**src/rtl/auto_player_driver_if.sv**
```systemverilog
// auto_player_driver_if: move-script push port and game-core player buses.
// master = the driver, slave = script source plus game core.
interface auto_player_driver_if;
  logic       move_valid;
  logic [2:0] move_data;
  logic       move_ready;
  logic [3:0] state_in;
  logic [2:0] player1;
  logic [2:0] player2;
  logic [2:0] player3;
  logic [2:0] player4;
  logic [2:0] player5;
  logic [2:0] player6;
  logic [5:0] player_clk;

  modport master (
    input  move_valid, move_data, state_in,
    output move_ready, player_clk,
    output player1, player2, player3,
    output player4, player5, player6
  );

  modport slave (
    output move_valid, move_data, state_in,
    input  move_ready, player_clk,
    input  player1, player2, player3,
    input  player4, player5, player6
  );
endinterface

```
**src/rtl/auto_player_driver.sv**
```systemverilog
// auto_player_driver: FIFO-scripted move initiator for the six-player core.
// Define AUTO_PLAYER_LFSR_EN to serve empty-FIFO turns from an LFSR.
module auto_player_driver #(
  parameter int FIFO_DEPTH     = 8,
  parameter int SETUP_CYCLES   = 2,
  parameter int STROBE_CYCLES  = 1,
  parameter int TIMEOUT_CYCLES = 16
) (
  input  logic                 clk,
  input  logic                 reset_n,
  input  logic                 start,
  auto_player_driver_if.master bus,
  output logic                 busy,
  output logic                 game_over,
  output logic [2:0]           loser,
  output logic [7:0]           moves_issued,
  output logic                 err
);
  localparam int AW   = $clog2(FIFO_DEPTH);
  localparam int CNTW = AW + 1;
  localparam int M1   = (SETUP_CYCLES > STROBE_CYCLES) ?
                        SETUP_CYCLES : STROBE_CYCLES;
  localparam int MC   = (M1 > TIMEOUT_CYCLES) ? M1 : TIMEOUT_CYCLES;
  localparam int CW   = $clog2(MC + 1);

  typedef enum logic [2:0] {
    IDLE, WAIT_TURN, SETUP, STROBE, HOLD, DONE
  } state_t;

  state_t          state, state_d;
  logic [2:0]      mem [FIFO_DEPTH];
  logic [AW-1:0]   wr_ptr, rd_ptr;
  logic [CNTW-1:0] count;
  logic            empty, full, push, pop, take;
  logic [2:0]      head, mv;
  logic [CW-1:0]   cnt;
  logic [2:0]      turn;
  logic [3:0]      st_seen;
  logic [5:0][2:0] plr;
  logic [5:0]      strobe;
  logic            turn_ok, set_err, inc, go_set, go_clr;
`ifdef AUTO_PLAYER_LFSR_EN
  logic [7:0]      lfsr;
  logic            gen;
`endif

  assign empty = (count == '0);
  assign full  = (count == CNTW'(FIFO_DEPTH));
  assign head  = mem[rd_ptr];
  // A full FIFO still takes a push in the cycle it pops.
  assign bus.move_ready = !full || pop;
  assign push  = bus.move_valid && bus.move_ready;

  assign turn_ok = !bus.state_in[3] &&
                   (bus.state_in[2:0] != 3'd0) &&
                   (bus.state_in[2:0] != 3'd7);

`ifdef AUTO_PLAYER_LFSR_EN
  assign take = pop | gen;
  assign mv   = pop ? head : lfsr[2:0];
`else
  assign take = pop;
  assign mv   = head;
`endif

  assign busy = (state != IDLE) && (state != DONE);

  assign bus.player1    = plr[0];
  assign bus.player2    = plr[1];
  assign bus.player3    = plr[2];
  assign bus.player4    = plr[3];
  assign bus.player5    = plr[4];
  assign bus.player6    = plr[5];
  assign bus.player_clk = strobe;

  // Next-state and control decode
  always_comb begin
    state_d = state;
    pop     = 1'b0;
    set_err = 1'b0;
    inc     = 1'b0;
    go_set  = 1'b0;
    go_clr  = 1'b0;
`ifdef AUTO_PLAYER_LFSR_EN
    gen     = 1'b0;
`endif
    unique case (state)
      IDLE: if (start) state_d = WAIT_TURN;
      WAIT_TURN: begin
        unique case (1'b1)
          bus.state_in[3]: begin
            go_set  = 1'b1;
            state_d = DONE;
          end
          turn_ok && !empty: begin
            pop     = 1'b1;
            state_d = SETUP;
          end
`ifdef AUTO_PLAYER_LFSR_EN
          turn_ok && empty: begin
            gen     = 1'b1;
            state_d = SETUP;
          end
`else
          turn_ok && empty: set_err = 1'b1;
`endif
          default: set_err = 1'b1;
        endcase
      end
      SETUP:
        if (cnt == CW'(SETUP_CYCLES - 1)) state_d = STROBE;
      STROBE:
        if (cnt == CW'(STROBE_CYCLES - 1)) state_d = HOLD;
      HOLD: begin
        unique case (1'b1)
          bus.state_in != st_seen: begin
            inc     = 1'b1;
            state_d = WAIT_TURN;
          end
          (bus.state_in == st_seen) &&
          (cnt == CW'(TIMEOUT_CYCLES - 1)): begin
            set_err = 1'b1;
            state_d = WAIT_TURN;
          end
          default: ;
        endcase
      end
      DONE: begin
        if (start) begin
          go_clr  = 1'b1;
          state_d = WAIT_TURN;
        end
      end
      default: state_d = IDLE;
    endcase
  end

  // State register; cnt restarts on every state change
  always_ff @(posedge clk or negedge reset_n) begin
    if (!reset_n) begin
      state <= IDLE;
      cnt   <= '0;
    end else begin
      state <= state_d;
      cnt   <= (state_d != state) ? '0 : cnt + CW'(1);
    end
  end

  // FIFO pointers and occupancy
  always_ff @(posedge clk or negedge reset_n) begin
    if (!reset_n) begin
      wr_ptr <= '0;
      rd_ptr <= '0;
      count  <= '0;
    end else begin
      if (push) wr_ptr <= wr_ptr + AW'(1);
      if (pop)  rd_ptr <= rd_ptr + AW'(1);
      unique case ({push, pop})
        2'b10:   count <= count + CNTW'(1);
        2'b01:   count <= count - CNTW'(1);
        default: ;
      endcase
    end
  end

  // FIFO storage
  always_ff @(posedge clk) begin
    if (push) mem[wr_ptr] <= bus.move_data;
  end

  // Latch the move onto the active player's bus
  always_ff @(posedge clk or negedge reset_n) begin
    if (!reset_n) begin
      plr     <= '0;
      turn    <= '0;
      st_seen <= '0;
    end else if (take) begin
      plr[bus.state_in[2:0] - 3'd1] <= mv;
      turn    <= bus.state_in[2:0];
      st_seen <= bus.state_in;
    end
  end

  // Registered one-hot strobe
  always_ff @(posedge clk or negedge reset_n) begin
    if (!reset_n)
      strobe <= '0;
    else if (state_d == STROBE)
      strobe <= 6'b1 << (turn - 3'd1);
    else
      strobe <= '0;
  end

  // Status: move counter, sticky error, game-over capture
  always_ff @(posedge clk or negedge reset_n) begin
    if (!reset_n) begin
      moves_issued <= '0;
      err          <= 1'b0;
      game_over    <= 1'b0;
      loser        <= '0;
    end else begin
      if (inc && moves_issued != 8'hFF)
        moves_issued <= moves_issued + 8'd1;
      if (set_err) err <= 1'b1;
      if (go_set) begin
        game_over <= 1'b1;
        loser     <= bus.state_in[2:0];
      end else if (go_clr) begin
        game_over <= 1'b0;
        loser     <= '0;
      end
    end
  end

`ifdef AUTO_PLAYER_LFSR_EN
  // Fallback move generator, one step per move supplied
  always_ff @(posedge clk or negedge reset_n) begin
    if (!reset_n)
      lfsr <= 8'hA5;
    else if (gen)
      lfsr <= {lfsr[6:0], lfsr[7] ^ lfsr[5] ^ lfsr[4] ^ lfsr[3]};
  end
`endif

endmodule

```
**src/flat_wrapper.sv**
```systemverilog
// flat-port wrapper written by rule: the top's interface ports become plain ports
module auto_player_driver_flat 
#(
  parameter int FIFO_DEPTH     = 8,
  parameter int SETUP_CYCLES   = 2,
  parameter int STROBE_CYCLES  = 1,
  parameter int TIMEOUT_CYCLES = 16
)
  (clk, reset_n, start, busy, game_over, loser, moves_issued, err, bus_move_valid, bus_move_data, bus_state_in, bus_move_ready, bus_player_clk, bus_player1, bus_player2, bus_player3, bus_player4, bus_player5, bus_player6);
  auto_player_driver_if bus_i ();
  input  logic clk;
  input  logic reset_n;
  input  logic start;
  output logic busy;
  output logic game_over;
  output logic [2:0] loser;
  output logic [7:0] moves_issued;
  output logic err;
  input wire logic [$bits(bus_i.move_valid)-1:0] bus_move_valid;
  input wire logic [$bits(bus_i.move_data)-1:0] bus_move_data;
  input wire logic [$bits(bus_i.state_in)-1:0] bus_state_in;
  output wire logic [$bits(bus_i.move_ready)-1:0] bus_move_ready;
  output wire logic [$bits(bus_i.player_clk)-1:0] bus_player_clk;
  output wire logic [$bits(bus_i.player1)-1:0] bus_player1;
  output wire logic [$bits(bus_i.player2)-1:0] bus_player2;
  output wire logic [$bits(bus_i.player3)-1:0] bus_player3;
  output wire logic [$bits(bus_i.player4)-1:0] bus_player4;
  output wire logic [$bits(bus_i.player5)-1:0] bus_player5;
  output wire logic [$bits(bus_i.player6)-1:0] bus_player6;
  assign bus_i.move_valid = bus_move_valid;
  assign bus_i.move_data = bus_move_data;
  assign bus_i.state_in = bus_state_in;
  assign bus_move_ready = bus_i.move_ready;
  assign bus_player_clk = bus_i.player_clk;
  assign bus_player1 = bus_i.player1;
  assign bus_player2 = bus_i.player2;
  assign bus_player3 = bus_i.player3;
  assign bus_player4 = bus_i.player4;
  assign bus_player5 = bus_i.player5;
  assign bus_player6 = bus_i.player6;
  auto_player_driver #(.FIFO_DEPTH(FIFO_DEPTH), .SETUP_CYCLES(SETUP_CYCLES), .STROBE_CYCLES(STROBE_CYCLES), .TIMEOUT_CYCLES(TIMEOUT_CYCLES)) u_core (.clk(clk), .reset_n(reset_n), .start(start), .bus(bus_i), .busy(busy), .game_over(game_over), .loser(loser), .moves_issued(moves_issued), .err(err));
endmodule
```
**config.mk**
```make
export PLATFORM = sky130hd
export DESIGN_NAME = auto_player_driver_flat
export DESIGN_NICKNAME = d
export VERILOG_FILES = /design/src/rtl/auto_player_driver_if.sv /design/src/rtl/auto_player_driver.sv /design/src/flat_wrapper.sv
export SDC_FILE = /design/constraint.sdc
export NUM_CORES = 1
export LEC_CHECK = 0
export ABC_CLOCK_PERIOD_IN_PS = 4700
export CAP_MARGIN = 0
export CORE_MARGIN = 1.5
export CORE_UTILIZATION = 40
export CTS_CLUSTER_SIZE = 12
export DETAILED_ROUTE_END_ITERATION = 6
export SLEW_MARGIN = 10
export SYNTH_ARGS = -nofsm -noshare
export SYNTH_HDL_FRONTEND = slang
export SYNTH_SLANG_ARGS = --single-unit
```
**constraint.sdc**
```tcl
create_clock -name clk -period 4.7 [get_ports clk]
set_input_delay 1.175 -clock clk [delete_from_list [all_inputs] [get_ports clk]]
set_output_delay 1.175 -clock clk [all_outputs]
set_load 0.05 [all_outputs]
```
Yosys cells after proc, flatten, opt, wreduce, memory -nomap -nowiden
Memories as Yosys holds them, arrays and structs flattened.
Cells that the tools add are included.
Word-level totals
  input bits: 11
  memories kept: 1
  bits in writable memories: 24
  output and inout port bits: 39
  bits in registers: 62
  logic and storage cells: 98
Operators by class
  shifts and indexed selects: 1
  order comparisons: 2
  add/subtract/negate cells: 8
  reductions and logical operators: 22
  multiplexer cells: 29
  equal/unequal tests: 17
Memories
  u_core.mem: depth 8, width 3, rd ports 1, clocked after Yosys merged registers in 0, wr ports 1, line auto_player_driver.sv:31  | logic [2:0] mem [FIFO_DEPTH];
Operator list (count)
  $mux 3: 7
  $bwmux 18: 1
  $pmux 3 s5: 1
  $mux 1: 14
  $demux 3 s3: 1
  $eq 3x2->1 const B: 3
  $add 8x1->8 const B: 1
  $logic_and 1x1->1: 8
  $ne 8x8->1 const B: 1
  $pmux 4 s2: 1
  $add 3x1->3 const B: 2
  $eq 3x3->1 const B: 2
  $mux 6: 1
  $ne 3x3->1 const B: 2
  $pmux 3 s2: 1
  $reduce_bool 3->1: 2
  $reduce_or 2->1: 3
  $shl 1x3->6 const A: 1
  $sub 3x1->3 const B: 2
  $add 5x1->5 const B: 1
  $eq 5x1->1 const B: 1
  $eq 5x4->1 const B: 1
  $logic_not 5->1: 1
  $mux 5: 1
  other kinds (17): 20

Logic depth before layout (Yosys ltp)
  depth in word-level cells: 10
  gate-level depth with buffers: 13
  gate-level depth less buffers: 12

Least setup slack after synthesis
No wires, ideal clock.
  path type: input to output
  start: input port bus_state_in[0]
  end: output port bus_move_ready
  slack: 0.644 ns
  arrival time: 2.881 ns
  required time: 3.525 ns
  stages: 5
  cell sequence: clkbuf_1 inv_1 ha_1 mux2_2 o211ai_1
Between the ends
  cells in the longest elaborated chain, start to end: 7
  elaborated cells between the ends (all ways): 8
  classes of those cells: 1 x eq/ne; 2 x mux; 5 x reduce/logical
RTL lines
  start, declared: line flat_wrapper.sv:21  | input wire logic [$bits(bus_i.state_in)-1:0] bus_state_in;
  $reduce_bool 3->1: line auto_player_driver.sv:55  | (bus.state_in[2:0] != 3'd0) &&
  $logic_and 1x1->1: line auto_player_driver.sv:54  | assign turn_ok = !bus.state_in[3] &&
  $logic_and 1x1->1 *: line auto_player_driver.sv:55
  $logic_and 1x1->1 *: line auto_player_driver.sv:95  | turn_ok && !empty: begin
  $mux 1 *: line auto_player_driver.sv:90  | unique case (1'b1)
  $mux 1 *: line auto_player_driver.sv:87  | unique case (state)
  $logic_or 1x1->1 *: line auto_player_driver.sv:51  | assign bus.move_ready = !full || pop;
  end, declared: line flat_wrapper.sv:22  | output wire logic [$bits(bus_i.move_ready)-1:0] bus_move_ready;
Every way passes the cells marked *; elsewhere a longest branch is shown, timed or not.

Worst setup path in the final report
Same ends and word-level chain as after synthesis.

==> summary.txt <==
Initial core utilization: 0.415
Slew headroom: 0.624
Status: finished clean
Core Util, Final: 0.503
Fmax: 232 MHz
Post-synthesis cell type count: 48
DR DRC count: 0
Gpl congestion: 0.748
Hold WC Path Type: register to register
Share of flip-flops with an asynchronous set or reset: 0.711
CTS sink count: 83
Worst Path Max Fanout: 8
Global-route wire length before repair: 12.3 mm
PortBufs: 49
Post-Syn Area: 3870 um2
DP HPWL: 4.97 mm
WHS: 0.505 ns
Via-to-Cell Ratio: 4.90
Max-Cap Viols: 0
Compound-cell area share of the yosys netlist: 0.0576
Yosys top cell area share: 0.382
Multiplexer area fraction after synthesis: 0.116
Synth Area in XOR/XNOR: 0.0475
Avg Cell Area, Syn: 12.8 um2
Worst VDD drop: 303 uV
CP required: 3.52 ns
Filler cell count: 814
Count leader, synth: dfrtp_1
Num CTS Buffers: 9
Chip height: 101 um
Clock tree buffer depth: 2
Row Count: 35
Io pins: 50
CTS tree: done
Layout Skew: 0.0120 ns
Adder-cell share of the synthesized area: 0.0472
WS Path Type: input pin to output pin
Synth Instances: 303
Vias in the first global route: 2437
Crit path launch type: input pin
Synthesized Nets: 328
Register area share after synthesis: 0.568
R2r endpoint: u_core.mem[1][1]
Initial antenna violation count: 0
Number of enable flip-flop cells after synthesis: 24
Reg2reg start: u_core.state[2]
Clock-pin transition on the worst setup and hold timing paths: 0.09 ns
Reg2reg setup slack: 1.94 ns
Worst-Margin Slew: 0.564 ns
Worst-skew pair later-pin latency: 0.35 ns
CTS hold repair buffers: 0
Layout area overhead: 21.2%
GRT Util Overall: 0.155
Synth top area cells: dfrtp_1 (38%), edfxtp_1 (19%), mux2_2 (8.2%), ha_1 (4.2%), xnor2_1 (3.8%)
H-tree Lvls: 3
Max Transition Viols Final: 0
Area of the core: 9330 um2
Period utilization: 0.918
PwrDens: 664 nW/um2
Via count: 2400
Die Wd: 101 um
Largest net degree at the start of global routing: 35
Top FF cell, synth: dfrtp_1
Hold path start: u_core.game_over
Post-cts repair resize count: 0
Setup Buffers After CTS: 0
Main combinational cell family by area after synthesis: simple AND/OR/NAND/NOR gates
Pre-antenna DRT Iters: 5
Hold Path Cell Cnt: 2
Most instantiated cells after synthesis: dfrtp_1 (59), mux2_2 (28), edfxtp_1 (24)
Post-Route WL: 7.05 mm
DIE AREA: 10300 um2
Worst Path Arrival: 3.14 ns
Ys Warns: 0
Final Net Count: 381
Synth Area in Simple Gates: 0.136
ANT cells: 0
Root Driver: clkbuf_8
Period minus WS final: 4.32 ns
Min-Delay Endpoint: u_core.game_over
RSZ-0062 raised after global routing: no
R2R depth: 5
Synth Register Bits: 83
Crit path capture type: output pin
Fin. Hold Viols: 0
Layout cell share with drive strength beyond 1: 0.177
Iter 0 DRT Violations: 82
DR WL/cell: 14.4 um
Final ANT Viol Nets: 0
GR Overflow Total: 0
Setup tns final: 0 ns
Cell taking the most area after synthesis: dfrtp_1
Final Setup Violations: 0
LEAKAGE: 1.92 nW
critical path, stage by stage:
cell	delay, ns
clkdlybuf4s50_1	0.66
inv_1	0.17
ha_1	0.23
mux2_2	0.30
o211ai_1	0.40
buf_12	0.20
stage by stage:
stage          cell area [um2]  setup slack, ns  cells  power [W]
3_3_place_gp              4500            0.443    474    0.00261
3_5_place_dp              4500            0.410    474    0.00263
4_1_cts                   4690            0.381    490    0.00314
2_1_floorplan             3870            0.644    303    0.00219
6_report                  4690            0.384    490    0.00311
5_1_grt                   4690            0.275    490    0.00332
routing by layer:
layer | up-vias | wire, um | track usage
met2 | 53 | 3010 | 0.221
met3 | 6 | 309 | 0.0393
met4 | 0 | 78 | 0.0481
li1 | 1187 | - | -
met1 | 1154 | 3660 | 0.231
met5 | - | 0 | 0
kinds of logic (layout without fill, tap and decap cells):
family	Yosys count	count (layout)
xor gates and xnor gates	21	21
muxes	34	34
AOI/OAI and AO/OA	34	34
buffers and inverters	24	82
adders and majority gates	14	14
and+or+nand+nor	93	93
DFF	83	83
cell type report:
class                   count  area [um2]  share of cell area
flip-flops and latches     83        2200               0.469
multi-input cells         196        1570               0.334
repair buffers             52         518               0.110
well taps                 129         161              0.0344
clock buffers              11         131              0.0280
clock inverters             5        61.3              0.0131
inverters                  14        52.6              0.0112
where the power goes:
part	total, W	internal (W)	leakage, nW	switching (W)
Sequential	0.00118	0.000960	0.968	0.000219
Combinational	0.00143	0.000596	0.865	0.000830
Clock	0.000506	0.000248	0.0862	0.000258
how the worst max path moves through the flow:
| stage | from | cells after the start | end | slack [ns] |
|---|---|---|---|---|
| floorplan | bus_state_in[0] | 5 | bus_move_ready | 0.64 |
| CTS | bus_state_in[0] | 6 | bus_move_ready | 0.38 |
| global placement | bus_state_in[0] | 6 | bus_move_ready | 0.44 |
| global route | bus_state_in[0] | 6 | bus_move_ready | 0.28 |
| detailed placement | bus_state_in[0] | 6 | bus_move_ready | 0.41 |
| finish | bus_state_in[0] | 6 | bus_move_ready | 0.38 |
cells in the final DEF, fill, tap and decap left out, types with 2 or more instances in the layout:
cell,count
nor3_2,2
nand4_1,10
clkdlybuf4s50_1,47
a21oi_1,9
nand3_1,3
a22o_1,3
xor2_1,4
clkbuf_8,9
nor2b_1,5
nand2b_1,7
nor3b_1,3
and3_1,2
mux2_2,28
nand2_1,21
o21ai_0,11
nor2_1,18
dfrtp_1,59
or4_1,2
inv_1,14
mux4_2,6
ha_1,13
and2_1,2
nor3_1,7
buf_4,3
clkinvlp_4,3
or4b_4,2
xnor2_1,17
clkbuf_1,2
edfxtp_1,24
state kept, by name, indices dropped and copies added (netlist names):
signal,cells
u_core.game_over,1
u_core.mem,24
u_core.bus.player1,3
u_core.cnt,5
u_core.bus.player_clk,6
u_core.moves_issued,8
u_core.rd_ptr,3
u_core.bus.player2,3
u_core.err,1
u_core.bus.player5,3
u_core.loser,3
u_core.bus.player3,3
u_core.wr_ptr,3
u_core.count,4
u_core.state,3
u_core.bus.player6,3
u_core.st_seen,4
u_core.bus.player4,3
No activity file was read; power rests on OpenSTA's default activity.
